File: src/rtl/pc_redirect_ctrl_pkg.sv
// Shared pipeline definitions for the fetch-redirect controller.
// Holds the fetch FSM states and the sequential PC stride.
package pc_redirect_ctrl_pkg;

    typedef enum logic {
        StRun,
        StSquash
    } fetch_state_e;

    localparam int unsigned PC_INC = 4;

endpackage

File: src/rtl/sat_counter.sv
// Up-counter that sticks at all-ones instead of wrapping.
module sat_counter #(
    parameter int unsigned W = 16
) (
    input  logic         clk,
    input  logic         reset,
    input  logic         i_inc,
    output logic [W-1:0] o_cnt
);

    logic [W-1:0] r_cnt;

    always_ff @(posedge clk) begin
        if (reset) begin
            r_cnt <= '0;
        end else if (i_inc && (r_cnt != {W{1'b1}})) begin
            r_cnt <= r_cnt + 1'b1;
        end
    end

    assign o_cnt = r_cnt;

endmodule

File: src/rtl/pc_redirect_ctrl.sv
// Fetch PC register with branch redirect, wrong-path squash window and
// target sanity checking.
module pc_redirect_ctrl
    import pc_redirect_ctrl_pkg::*;
#(
    parameter int unsigned PC_W     = 9,
    parameter int unsigned RESET_PC = 0,
    parameter int unsigned SQ_CYC   = 1
) (
    input  logic            clk,
    input  logic            reset,
    input  logic            Stall,
    input  logic            PcSel,
    input  logic [31:0]     BrPC,
    output logic [PC_W-1:0] PC,
    output logic            PC_Valid,
    output logic            IF_ID_Flush,
    output logic            ID_EX_Flush,
    output logic            Target_Err,
    output logic [15:0]     Redirect_Cnt
);

    localparam int unsigned SQ_W = $clog2(SQ_CYC + 1);
    localparam logic [PC_W-1:0] RST_PC = RESET_PC[PC_W-1:0];

    fetch_state_e    r_state, w_state_d;
    logic [SQ_W-1:0] r_sq_cnt, w_sq_cnt_d;
    logic [PC_W-1:0] r_pc, w_pc_d;
    logic            r_err;
    logic            w_accept;
    logic            w_reject;
    logic [PC_W-1:0] w_pc_inc;

    // Target must be word aligned and fit inside the PC address space.
    assign w_accept = PcSel && (BrPC[1:0] == 2'b00) && ((BrPC >> PC_W) == 32'd0);
    assign w_reject = PcSel && !w_accept;
    assign w_pc_inc = r_pc + PC_W'(PC_INC);

    always_comb begin
        w_state_d   = r_state;
        w_sq_cnt_d  = r_sq_cnt;
        w_pc_d      = r_pc;
        PC_Valid    = (r_state == StRun);
        IF_ID_Flush = 1'b0;
        ID_EX_Flush = 1'b0;

        if (w_accept) begin
            // The branch is older than whatever is stalled, so it wins.
            w_state_d   = StSquash;
            w_sq_cnt_d  = SQ_CYC[SQ_W-1:0];
            w_pc_d      = BrPC[PC_W-1:0];
            IF_ID_Flush = !reset;
            ID_EX_Flush = !reset;
        end else begin
            unique case (r_state)
                StRun: begin
                    if (!Stall) begin
                        w_pc_d = w_pc_inc;
                    end
                end
                StSquash: begin
                    w_pc_d     = w_pc_inc;
                    w_sq_cnt_d = r_sq_cnt - 1'b1;
                    if (r_sq_cnt == SQ_W'(1)) begin
                        w_state_d = StRun;
                    end
                end
                default: begin
                    w_state_d = StRun;
                end
            endcase
        end
    end

    always_ff @(posedge clk) begin
        if (reset) begin
            r_state  <= StRun;
            r_sq_cnt <= '0;
            r_pc     <= RST_PC;
            r_err    <= 1'b0;
        end else begin
            r_state  <= w_state_d;
            r_sq_cnt <= w_sq_cnt_d;
            r_pc     <= w_pc_d;
            r_err    <= r_err | w_reject;
        end
    end

    sat_counter #(
        .W(16)
    ) u_redirect_cnt (
        .clk   (clk),
        .reset (reset),
        .i_inc (w_accept),
        .o_cnt (Redirect_Cnt)
    );

    assign PC         = r_pc;
    assign Target_Err = r_err;

endmodule

File: config.mk
export PLATFORM = sky130hd
export DESIGN_NAME = pc_redirect_ctrl
export DESIGN_NICKNAME = d
export VERILOG_FILES = /design/src/rtl/pc_redirect_ctrl_pkg.sv /design/src/rtl/sat_counter.sv /design/src/rtl/pc_redirect_ctrl.sv
export SDC_FILE = /design/constraint.sdc
export NUM_CORES = 1
export LEC_CHECK = 0
export BUFFER_PORTS_ARGS = -buffer_cell sky130_fd_sc_hd__clkbuf_2
export CORE_ASPECT_RATIO = 1.1
export CORE_MARGIN = 8
export CORE_UTILIZATION = 52
export CTS_BUF_LIST = sky130_fd_sc_hd__clkbuf_2
export CTS_CLUSTER_SIZE = 28
export DETAILED_ROUTE_END_ITERATION = 6
export PLACE_DENSITY_LB_ADDON = 0.08
export SLEW_MARGIN = 20
export SYNTH_ARGS = -nofsm -noshare
export SYNTH_HDL_FRONTEND = slang
export SYNTH_SLANG_ARGS = --single-unit
File: constraint.sdc
create_clock -name clk -period 2.55 [get_ports clk]
set_input_delay 0.1275 -clock clk [delete_from_list [all_inputs] [get_ports clk]]
set_output_delay 0.1275 -clock clk [all_outputs]
set_load 0.05 [all_outputs]
# Word level (Yosys, flattened, before mapping)
# Cells that the tools add are included.
word_totals:
  regBits: 28
  output_inout_bits: 29
  elab_cells: 30
classes:
  addsub: 3
  n_bitwise: 2
  reduce_logical: 9
  muxes: 9
  n_eq_ne: 2
ops:
  columns: ["operator", "count"]
  rows:
  - ["32-bit zero test", 1]
  - ["9-bit two-way mux", 2]
  - ["9-bit case mux with 2 select lines", 1]
  - ["16-bit by 1-bit adder with 16-bit output (second input constant)", 1]
  - ["16-bit != test (second input constant)", 1]
  - ["9-bit by 3-bit adder with 9-bit output (second input constant)", 1]
  - ["1-bit two-way mux", 6]
  - ["1-bit logical AND", 4]
  - ["3-bit by 2-bit != test with 1-bit output (second input constant)", 1]
  - ["1-bit zero test", 2]
  - ["2-bit zero test", 1]
  - ["2-bit nonzero test", 1]
  - ["1-bit NOT", 1]
  - ["1-bit bitwise OR", 1]
  - ["1-bit subtractor (second input constant)", 1]

# Depth between registers and ports, before layout
# Gate-level depths: netlist of run 1.
depth:
  word_depth: 6
  ltp_mapped: 7

# Modules after synthesis
# Synthesis of run 1 repeated with hierarchy kept, for this count alone.
unflattened:
  hier_cells: 170
  hier_area_um2: 1517.7
by_module_without_submodules:
  columns: ["mod", "cells_each", "area_each_um2", "n_inst", "seq_area_each_um2"]
  rows:
  - ["sat_counter", 99, 848.3, 1, 320.3]
  - ["pc_redirect_ctrl", 71, 669.4, 1, 240.2]

# Least setup slack after synthesis of run 1
# No wires, ideal clock.
synth_timing:
  path_type: "in2out"
  start: "input port BrPC[0]"
  end: "output port IF_ID_Flush"
  cell_stages: 7
  arrival_time_ns: 2.202
  required_time_ns: 2.423
  setup_slack_ns: 0.221
  path_cell_list: "nor4b_2 > nand4_2 > or2_4 > buf_6 > clkbuf_1 > nor2_1 > buf_4"
synth_via:
  elab_chain_cells: 4
synth_rtl:
  columns: ["item", "line", "rtl"]
  rows:
  - ["start: declaration", "pc_redirect_ctrl.sv:14", "input logic [31:0] BrPC,"]
  - ["2-bit zero test", "pc_redirect_ctrl.sv:35", "assign w_accept = PcSel && (BrPC[1:0] == 2'b00) && ((BrPC >> PC_W) == 32'd0);"]
  - ["1-bit logical AND (2 in a row)", "pc_redirect_ctrl.sv:35", null]
  - ["1-bit two-way mux", null, null]
  - ["end: declaration", "pc_redirect_ctrl.sv:17", "output logic IF_ID_Flush,"]
# No other way between the ends.

# Final worst setup path of run 1
layout_timing:
  start: "register u_redirect_cnt.r_cnt[3], in the netlist u_redirect_cnt.o_cnt[3]"
  end: "register u_redirect_cnt.r_cnt[13], in the netlist u_redirect_cnt.o_cnt[13]"
layout_via:
  elab_chain_cells: 2
  elab_cells_between_ends: 3
layout_rtl:
  columns: ["item", "line", "rtl"]
  rows:
  - ["start: declaration", "sat_counter.sv:11", "logic [W-1:0] r_cnt;"]
  - ["start signal: assignment", "sat_counter.sv:17", "r_cnt <= r_cnt + 1'b1;"]
  - ["parallel branches: the longest is 2 deep, another holds 16-bit by 1-bit adder with 16-bit output", null, null]
# Parallel ways; which one is timed is not known.
# A chain may end at the register's enable or synchronous reset.

==> results of run 1 <==
==> critical path, cell delays in order, from the launching register on <==
cell and delay (ns):
sky130_fd_sc_hd__dfxtp_1 0.51, sky130_fd_sc_hd__nand4_1 0.20, sky130_fd_sc_hd__nor4_2 0.59, sky130_fd_sc_hd__a211oi_2 0.27, sky130_fd_sc_hd__a31o_2 0.31, sky130_fd_sc_hd__a21oi_1 0.11
==> placed cells by master, fill, tap and decap left out, drive strengths merged, types with 6 or more instances in the layout <==
cell	count
nor4	8
dfxtp	28
clkbuf	67
nand2	11
a21oi	13
a211oi	6
nand3	6
nand4	7
inv	6
nor2	19
==> worst min-delay path by stage <==
stage / startpoint / endpoint / slack (ns) / cells past startpoint
final: BrPC[3] / PC[3] / 0.02 / 3
after CTS: BrPC[3] / PC[3] / 0.01 / 3
after global placement: BrPC[2] / PC[2] / 0.36 / 3
after detailed placement: BrPC[2] / PC[2] / 0.36 / 3
after floorplan: BrPC[2] / PC[2] / 0.26 / 2
after global routing: BrPC[3] / PC[3] / 0.01 / 3
==> final cells by class <==
| cell class | instances | area, µm² |
|---|---|---|
| tap | 33 | 41.29 |
| timing repair buffer | 69 | 370.4 |
| inverter | 6 | 22.52 |
| sequential | 28 | 560.5 |
| fill | 239 | 867.1 |
| clock buffer | 3 | 15.01 |
| multi-input combinational | 125 | 825.8 |
==> cell families (layout without fill, tap and decap cells) <==
kind of cell | Yosys count | in the layout | share of synthesized area (%)
flops | 28 | 28 | 38.65
simple gates | 78 | 78 | 32.18
xor+xnor | 6 | 6 | 3.624
fa+ha+maj | 2 | 2 | 1.725
buf+inv | 14 | 78 | 4.400
compound gates | 35 | 35 | 16.48
mux | 4 | 4 | 2.934
==> flip-flops by register name (all words and copies together), names as in the netlist <==
name	flops
r_state	1
r_sq_cnt	1
u_redirect_cnt.o_cnt	16
Target_Err	1
PC	9
==> stage by stage <==
| step | area, µm² | power [mW] | utilization [%] |
|---|---|---|---|
| 5_1_grt | 1836 | 0.7082 | 67.92 |
| 3_5_place_dp | 1770 | 0.5255 | 65.51 |
| 3_3_place_gp | 1770 | 0.5228 | 65.51 |
| 6_report | 1836 | 0.6857 | 67.92 |
| 4_1_cts | 1836 | 0.6921 | 67.92 |
| 2_1_floorplan | 1450 | 0.4891 | - |
==> layer usage <==
layer	track usage, %	part of all wire [%]
met5	0	0
met4	5.938	0.83
met3	3.432	4.2
met2	31.26	56
met1	18.41	39
==> power groups by stage <==
stage          logic (mW)  registers [mW]  clock network [mW]
6_report           0.0761           0.447               0.162
5_1_grt            0.0821           0.449               0.177
4_1_cts            0.0762           0.448               0.168
3_5_place_dp       0.0701           0.455                   0
3_3_place_gp       0.0677           0.455                   0
2_1_floorplan      0.0199           0.469                   0
==> impl_results.md, run 1 <==
* Post-placement cell count at 256
* Biggest area consumer among synthesized cells: sky130_fd_sc_hd__dfxtp_1
* Vias in the first global route at roughly 1,500
* Run status: finished clean
* Depth of the most critical reg-to-reg path at 5
* Launching point of the worst reg2reg path: u_redirect_cnt.o_cnt[3]
* Kind of critical path: reg -> reg
* Count of input and output buffers at 64
* CTS-repair resized insts at 0
* Mean area per synthesized cell at 8.683 µm²
* Share of total power in the clock network at 23.6%
* Clock sinks at 28
* Switching power as a share of total power at roughly 26%
* Fin worst setup slack at 0.5070 ns
* Final setup violation count at 0
* Number of nets in the synthesized netlist at 205
* Fraction of registers with async set or reset after synthesis at 0%
* Sort of element at the end of the critical path: flop
* Capturing point of the worst reg2reg path: u_redirect_cnt.o_cnt[13]
* Top_reg_cell synth: sky130_fd_sc_hd__dfxtp_1
* Relative contribution of combinational cells to total power at between 10% and 20%
* Area of the core at 2703 µm²
* Layout Area Growth over Synthesis at 26.57%
* Final Non-Filler Cells at 264
* Total standard cell area after synthesis at 1450 µm²
* Final period util at 80.12%
* DIE AREA at 4736 µm²
* CTS tree: built
* Post-placement setup slack at 0.5921 ns
* Total grt overflow at 0
* Share of cells above drive strength 1 at 34.20%
* DRC violation count after routing at 0
* Initial antenna violation count at 0
* Most common cell in the netlist: sky130_fd_sc_hd__dfxtp_1
* Worst-case clock buffer depth at 2
* Crit-path max FO at 7
* Fraction of power consumed by sequential logic at 65.3%
* Most numerous cell types in the synthesized netlist: sky130_fd_sc_hd__dfxtp_1, sky130_fd_sc_hd__nor2_1, sky130_fd_sc_hd__a21oi_1
* Number of max-capacitance violations reported at 0
* Slew at the pin closest to its max-slew limit at 0.6263 ns
* Area share of the largest cell type after synthesis at about two fifths
* Total clock buffers created by CTS at 3
* Reg-to-reg slack, setup at 0.51 ns
* Worst min-delay path class: in -> reg
* Time the final worst path needs with I/O delays and setup at 2.043 ns
* Crit path from: u_redirect_cnt.o_cnt[3]
* Number of placement rows at 20
* Via count of the routed design at 1,496
* Worst-skew pair later-pin latency at 0.36 ns
* Average wire length per cell after detail routing at 15.53 µm
* Cell count after synthesis at ~170
* Total number of yosys warnings at 0
* Unrepaired setup endpoints after global routing: no
* Weighted congestion at the end of routability-driven global placement at a little over 0.8
* Maximum number of pins on one net before global-route repair at 32
* Overall track demand over capacity in global routing at 17.02%
* Psw at 175.0 µW
* Static leakage power at about 0.73 nW
* Required time of the critical path at 2.86 ns
* Fraction of the yosys area taken by sequential cells at between 30% and 40%
* Iteration count of the initial detailed-routing pass at 4
* Via density per instance at between 5 and 6
* Top area cells in the synthesized netlist: sky130_fd_sc_hd__dfxtp_1, sky130_fd_sc_hd__nor2_1, sky130_fd_sc_hd__a21oi_1
* Die height at ~70 µm
* Depth of the CTS H-tree at 1
* Final hold violations at 0
* Pwr Density at between 300 and 400 nW/µm²
* Maximum operating frequency at 0.4895 GHz
* DP Wirelength at 3.130 mm
* Flip-flop and latch count after synthesis at 28
* Initial cell density of the core at 53.66%
* Iteration-0 DRC Markers at 101
* Post-route ant nets at 0
* CTS clock-pin slew for the worst setup and hold paths at 0.26 ns
* Cell Int Power at 510.8 µW
* Setup repair bufs after CTS at 0
* Maximum vdd ir drop at 0.0002021 V
* CTS Root Cell: sky130_fd_sc_hd__clkbuf_2
* X dimension of the die at 66.35 µm
* Overall routed net length at 4.099 mm
* Worst Hold Margin at approximately 0.019 ns
* Startpoint type of the worst setup path: flop
* First-pass GRT wire length at 6.699 mm
* Fin Setup TNS at 0 ns
* Count of cell types in the netlist at 42
* Number of enable-type register cells in the synthesized netlist at 0
* End of the critical path: u_redirect_cnt.o_cnt[13]
* Number of nets in the layout at 271
* Fin Clk Skew at around 0.0070 ns
* Pins over their slew limit at 0
* Number of buffers inserted by hold repair at cts at 5
* Diode count at 0
* Crit path DAT at 2.35 ns
* Worst slew slack as a fraction of its limit at between 50 and 60%
* # IOs at 65
Power figures use the tool's default switching activity.
==> run 2, diff against run 1 <==
--- a/config.mk
+++ b/config.mk
@@ -8,7 +8,7 @@
 export BUFFER_PORTS_ARGS = -buffer_cell sky130_fd_sc_hd__clkbuf_2
 export CORE_ASPECT_RATIO = 1.1
 export CORE_MARGIN = 8
-export CORE_UTILIZATION = 52
+export CORE_UTILIZATION = 44
 export CTS_BUF_LIST = sky130_fd_sc_hd__clkbuf_2
 export CTS_CLUSTER_SIZE = 28
 export DETAILED_ROUTE_END_ITERATION = 6
==> constraint.sdc (replaced) <==
create_clock -name clk -period 1.8 [get_ports clk]
set_input_delay 0.09 -clock clk [delete_from_list [all_inputs] [get_ports clk]]
set_output_delay 0.09 -clock clk [all_outputs]
set_load 0.05 [all_outputs]
==> impl_results.md, run 2 (synthesized netlist as in run 1, its figures left out) <==
* Via count of the routed design at 1,571
* Launching point of the worst reg2reg path: u_redirect_cnt.o_cnt[3]
* Via density per instance at 5.512
* Worst slew slack as a fraction of its limit at 64.04%
* Slew at the pin closest to its max-slew limit at about 0.54 ns
* Category of cells accounting for the largest share of critical-path delay: simple AND/OR/NAND/NOR gates
* Depth of the CTS H-tree at 1
* Maximum vdd ir drop at 0.0002823 V
* Leading cell type in the layout, fill and taps excluded: sky130_fd_sc_hd__clkbuf_2
* Final Non-Filler Cells at roughly 290
* Psw at 253.4 µW
* Origin of the worst min-delay path: reset
* # IOs at 65
* DP Wirelength at around 3.1 mm
* Average wire length per cell after detail routing at 14.81 µm
* First-pass GRT wire length at between 7 and 8 mm
* Pwr Density at 474.5 nW/µm²
* Switching power as a share of total power at approximately a quarter
* Worst-skew pair later-pin latency at 0.36 ns
* Initial antenna violation count at 0
* Pins over their slew limit at 0
* Sort of element at the end of the critical path: flop
* Reg-to-reg slack, setup at about 0.027 ns
* Total grt overflow at 0
* Startpoint type of the worst setup path: flop
* Number of max-capacitance violations reported at 0
* Static leakage power at roughly 0.85 nW
* Maximum number of pins on one net before global-route repair at 25
* Maximum operating frequency at around 0.56 GHz
* Clock sinks at 28
* Final period util at 98.51%
* Number of placement rows at 22
* Weighted congestion at the end of routability-driven global placement at 0.7884
* CTS clock-pin slew for the worst setup and hold paths at 0.27 ns
* Diode count at 0
* CTS Root Cell: sky130_fd_sc_hd__clkbuf_2
* Depth of the most critical reg-to-reg path at 5
* Share of cells above drive strength 1 at roughly 45%
* X dimension of the die at 70.74 µm
* Crit path DAT at 2.07 ns
* Utilization after layout at 63.21%
* Number of flip-flops in the largest register at 16
* Vias in the first global route at 1,610
* Leading cell types in the layout, fill and taps excluded: sky130_fd_sc_hd__clkbuf_2, sky130_fd_sc_hd__nor2_1, sky130_fd_sc_hd__buf_4, sky130_fd_sc_hd__a21oi_1, sky130_fd_sc_hd__dfxtp_1
* Worst-case clock buffer depth at 2
* Final setup violation count at 0
* Worst min-delay path class: in -> reg
* Run status: finished clean
* Overall track demand over capacity in global routing at 15.39%
* Crit-path max FO at 7
* Share of total power in the clock network at 24.3%
* Fraction of power consumed by sequential logic at about 64%
* Unrepaired setup endpoints after global routing: yes
* Final hold violations at 0
* Cell Int Power at 720.9 µW
* Count of input and output buffers at 64
* Capturing point of the worst reg2reg path: u_redirect_cnt.o_cnt[15]
* Required time of the critical path at 2.10 ns
* Layout Area Growth over Synthesis at 41.59%
* Area of the core at 3248 µm²
* Worst path slowest cell: sky130_fd_sc_hd__or4_1
* Post-route ant nets at 0
* Number of filler instances in the final layout at slightly below 300
* Hold path cells at 2
* CTS tree: built
* Overall routed net length at 4.221 mm
* Number of nets in the layout at 288
* DRC violation count after routing at 0
* Iteration-0 DRC Markers at 69
* Cells along the critical path: nand4_1 -> nor4_2 -> nand3_1 -> or4_1 -> a21oi_1
* Iteration count of the initial detailed-routing pass at 4
* Worst hold endpoint: u_redirect_cnt.o_cnt[4]
* Fin Clk Skew at 0.01167 ns
* Relative contribution of combinational cells to total power at about an eighth
* Count of buffer and inverter cells on the critical path at 0
* Kind of critical path: reg -> reg
* Largest stage delay on the critical path at between 0.4 and 0.5 ns
* Total clock buffers created by CTS at 3
* DIE AREA at 5391 µm²
* Time the final worst path needs with I/O delays and setup at 1.773 ns
* Post-placement cell count at 270
* Initial cell density of the core at 44.65%
* Die height at between 70 and 80 µm
## run 2: cell count changes in the layout (fill, tap and decap cells not counted), sizes merged
cell / change
buf: +14
clkinv: +1
dlygate4sd3: +3
## run 2: layout make-up
| cell class | instances | area (µm²) | area share (%) |
|---|---|---|---|
| Sequential cell | 28 | 598.1 | 29.13 |
| Tap cell | 36 | 45.04 | 2.194 |
| Clock buffer | 3 | 15.01 | 0.7313 |
| Inverter | 6 | 22.52 | 1.097 |
| Multi-Input combinational cell | 125 | 863.3 | 42.05 |
| Clock inverter | 1 | 3.754 | 0.1828 |
| Timing Repair Buffer | 86 | 505.5 | 24.62 |
## run 2: worst max path at each step
stage	from	endpoint	slack, ns	depth (start not counted)
after floorplan	BrPC[0]	IF_ID_Flush	-0.01	7
after CTS	u_redirect_cnt.o_cnt[8]	u_redirect_cnt.o_cnt[12]	0.002	6
final	u_redirect_cnt.o_cnt[3]	u_redirect_cnt.o_cnt[15]	0.03	5
after detailed placement	BrPC[0]	u_redirect_cnt.o_cnt[12]	0.02	6
after global routing	u_redirect_cnt.o_cnt[9]	u_redirect_cnt.o_cnt[13]	-0.07	7
after global placement	BrPC[0]	u_redirect_cnt.o_cnt[12]	0.06	6
## run 2: through the flow
step,TNS (ns),power (mW),setup WS [ns],hold slack (ns),instance area [µm²]
finish,0,0.9743,0.02675,0.2220,2053
global route,-0.1305,1.009,-0.06825,0.2390,2053
CTS,0,0.9844,0.001912,0.2092,2001
detailed placement,0,0.7361,0.01901,0.3317,1902
global placement,0,0.7324,0.06019,0.3215,1902
floorplan,-0.01476,0.6829,-0.01151,0.2259,1495
## run 2: worst register-to-register path, stage by stage, from the launching register on
cell and delay, ns:
sky130_fd_sc_hd__dfxtp_4 0.44, sky130_fd_sc_hd__nand4_1 0.17, sky130_fd_sc_hd__nor4_2 0.33, sky130_fd_sc_hd__nand3_1 0.13, sky130_fd_sc_hd__or4_1 0.47, sky130_fd_sc_hd__a21oi_1 0.16
## run 2: power groups by stage
stage | clock [mW] | sequential, mW | combinational [mW]
finish | 0.236 | 0.623 | 0.115
global route | 0.260 | 0.625 | 0.125
CTS | 0.246 | 0.623 | 0.115
detailed placement | 0 | 0.634 | 0.102
global placement | 0 | 0.634 | 0.0984
floorplan | 0 | 0.654 | 0.0289
## run 2: what timing repair did
item,in CTS,in global routing
hold buffers,8,0
endpoints found under the setup margin,0,7
endpoints found under the hold margin,8,0
buffers inserted,0,3
gates resized for setup,0,5
## run 2: layer usage
layer | share of wire [%] | global-route usage, %
met4 | 1.3 | 5.625
met5 | 0 | 0
met3 | 4.5 | 3.421
met1 | 40 | 15.53
met2 | 54 | 29.43
==> run 3, diff against run 2 <==
--- a/config.mk
+++ b/config.mk
@@ -7,12 +7,13 @@
 export LEC_CHECK = 0
 export BUFFER_PORTS_ARGS = -buffer_cell sky130_fd_sc_hd__clkbuf_2
 export CORE_ASPECT_RATIO = 1.1
-export CORE_MARGIN = 8
+export CORE_MARGIN = 4
 export CORE_UTILIZATION = 44
 export CTS_BUF_LIST = sky130_fd_sc_hd__clkbuf_2
 export CTS_CLUSTER_SIZE = 28
 export DETAILED_ROUTE_END_ITERATION = 6
 export PLACE_DENSITY_LB_ADDON = 0.08
+export RECOVER_POWER = 100
 export SLEW_MARGIN = 20
 export SYNTH_ARGS = -nofsm -noshare
 export SYNTH_HDL_FRONTEND = slang
==> impl_results.md, run 3 (synthesized netlist as in run 1, its figures left out) <==
* Category of cells accounting for the largest share of critical-path delay: simple AND/OR/NAND/NOR gates
* Cells along the critical path: nand4_1 -> buf_4 -> nor4_4 -> buf_4 -> nand2b_4 -> nor4b_4 -> mux2_2
* Pwr Density at 510.6 nW/µm²
* First-pass GRT wire length at 7.127 mm
* Unrepaired setup endpoints after global routing: yes
* Via count of the routed design at between 1,500 and 2,000
* Count of buffer and inverter cells on the critical path at 2
* End of the critical path: u_redirect_cnt.o_cnt[12]
* Layout Area Growth over Synthesis at 52.63%
* Fin worst setup slack at -0.04468 ns
* Largest stage delay on the critical path at approximately 0.42 ns
* Post-route cell area at 2213 µm²
* Fin Clk Skew at 0.02684 ns
* Iteration-0 DRC Markers at 76
* Iteration count of the initial detailed-routing pass at 5
* DP Area at a little under 2000 µm²
* Clock sinks at 28
* Sort of element at the end of the critical path: flop
* Time the final worst path needs with I/O delays and setup at 1.845 ns
* Area of the core at 3100 µm²
* Worst-case clock buffer depth at 2
* Run status: finished, violations left
* Worst Hold Margin at 0.1750 ns
* Final setup violation count at 3
* Post-route ant nets at 0
* Violated checks: setup timing
* Crit path DAT at roughly 2.2 ns
* # IOs at 65
* Total number of cells along the worst setup path at 7
* CTS tree: built
* Share of cells above drive strength 1 at 51.95%
* Overall track demand over capacity in global routing at 20.67%
* Vias in the first global route at 1,630
* Total clock buffers created by CTS at 3
* Maximum number of pins on one net before global-route repair at 24
* Final Non-Filler Cells at 290
* Post-placement cell count at 276
* Maximum vdd ir drop at around 0.00046 V
* Overall routed net length at approximately 4.3 mm
* Number of max-capacitance violations reported at 0
* Via density per instance at 5.610
* Number of placement rows at 21
* DRC violation count after routing at 0
* Post-route total power at 1.130 mW
* Kind of critical path: reg -> reg
* Final period util at 102.5%
* Initial cell density of the core at 46.77%
* Worst slew slack as a fraction of its limit at between 50% and 60%
* Final hold violations at 0
* Pins over their slew limit at 0
* Crit-path most repeated cell: sky130_fd_sc_hd__buf_4
* Required time of the critical path at between 2 and 2.5 ns
* Number of nets in the layout at 295
* Count of input and output buffers at 64
* Depth of the most critical reg-to-reg path at 7
* X dimension of the die at around 63 µm
* Maximum operating frequency at 0.5421 GHz
* Number of flip-flops in the largest register at 16
* Reg-to-reg slack, setup at -0.04 ns
* Slew at the pin closest to its max-slew limit at 0.6097 ns
* Crit-path max FO at 5
* Startpoint type of the worst setup path: flop
* Depth of the CTS H-tree at 1
* Diode count at 0
* DIE AREA at 4279 µm²
* Average wire length per cell after detail routing at 14.79 µm
* Worst min-delay path class: in -> reg
* Die height at 68.21 µm
* Crit path from: u_redirect_cnt.o_cnt[5]
* Weighted congestion at the end of routability-driven global placement at 0.8374
* Leading cell types in the layout, fill and taps excluded: sky130_fd_sc_hd__clkbuf_2, sky130_fd_sc_hd__buf_4, sky130_fd_sc_hd__nor2_1, sky130_fd_sc_hd__dfxtp_1, sky130_fd_sc_hd__nand2_1
* DP Wirelength at 3.088 mm
* Total grt overflow at 0
* Capturing point of the worst reg2reg path: u_redirect_cnt.o_cnt[12]
* Launching point of the worst reg2reg path: u_redirect_cnt.o_cnt[5]
* Worst-skew pair later-pin latency at roughly 0.4 ns
* CTS Root Cell: sky130_fd_sc_hd__clkbuf_2
* Leading cell type in the layout, fill and taps excluded: sky130_fd_sc_hd__clkbuf_2
* Static leakage power at a little over 0.9 nW
* Initial antenna violation count at 0
* Worst path slowest cell: sky130_fd_sc_hd__dfxtp_4
* CTS clock-pin slew for the worst setup and hold paths at approximately 0.3 ns
* Utilization after layout at 71.39%
==> run 3: layout make-up <==
class	instances	area [µm²]
Inverter	6	22.52
Sequential cell	28	600.6
Timing Repair Buffer	93	554.3
Clock buffer	3	15.01
Clock inverter	1	30.03
Fill cell	239	887.1
Tap cell	34	42.54
Multi-Input combinational cell	125	948.4
==> run 3: repair_timing <==
item | CTS | global route
gates resized for setup | 0 | 23
hold buffers | 8 | 0
setup buffers | 0 | 4
pin swaps | 1 | 12
endpoints found under the hold margin | 8 | 0
setup endpoints to repair | 1 | 10
==> run 3: through the flow <==
stage                     setup TNS, ns  setup slack, ns
after floorplan                -0.01476         -0.01151
after global placement                0          0.05675
after detailed placement      -0.005484        -0.005484
after CTS                             0          0.03963
after global routing            -0.9684          -0.1341
final                          -0.07211         -0.04468
==> run 3: how the worst min path moves through the flow <==
| stage | start | end | cells past startpoint |
|---|---|---|---|
| 2_1_floorplan | BrPC[2] | PC[2] | 2 |
| 6_report | Stall | PC[3] | 4 |
| 4_1_cts | Stall | PC[3] | 4 |
| 3_5_place_dp | BrPC[2] | PC[2] | 3 |
| 3_3_place_gp | BrPC[2] | PC[2] | 3 |
| 5_1_grt | reset | u_redirect_cnt.o_cnt[13] | 2 |
==> run 3: power breakdown <==
group,switching [mW],total [mW],internal [mW]
combinational,0.0607,0.117,0.0559
clock,0.201,0.392,0.191
sequential,0.00566,0.621,0.616
total,0.268,1.13,0.862
==> run 3: worst register-to-register path, stage by stage (launching register included) <==
cell and delay [ns]:
sky130_fd_sc_hd__dfxtp_4 0.42, sky130_fd_sc_hd__nand4_1 0.19, sky130_fd_sc_hd__buf_4 0.21, sky130_fd_sc_hd__nor4_4 0.30, sky130_fd_sc_hd__buf_4 0.17, sky130_fd_sc_hd__nand2b_4 0.16, sky130_fd_sc_hd__nor4b_4 0.06, sky130_fd_sc_hd__mux2_2 0.28
==> run 3: routing by layer <==
layer | global-route usage (%) | up-vias | part of all wire [%]
met5 | 0 | - | 0
met4 | 10.19 | 0 | 1.8
li1 | - | 799 | -
met1 | 22.75 | 786 | 39
met2 | 39.28 | 36 | 56
met3 | 3.284 | 6 | 3.2
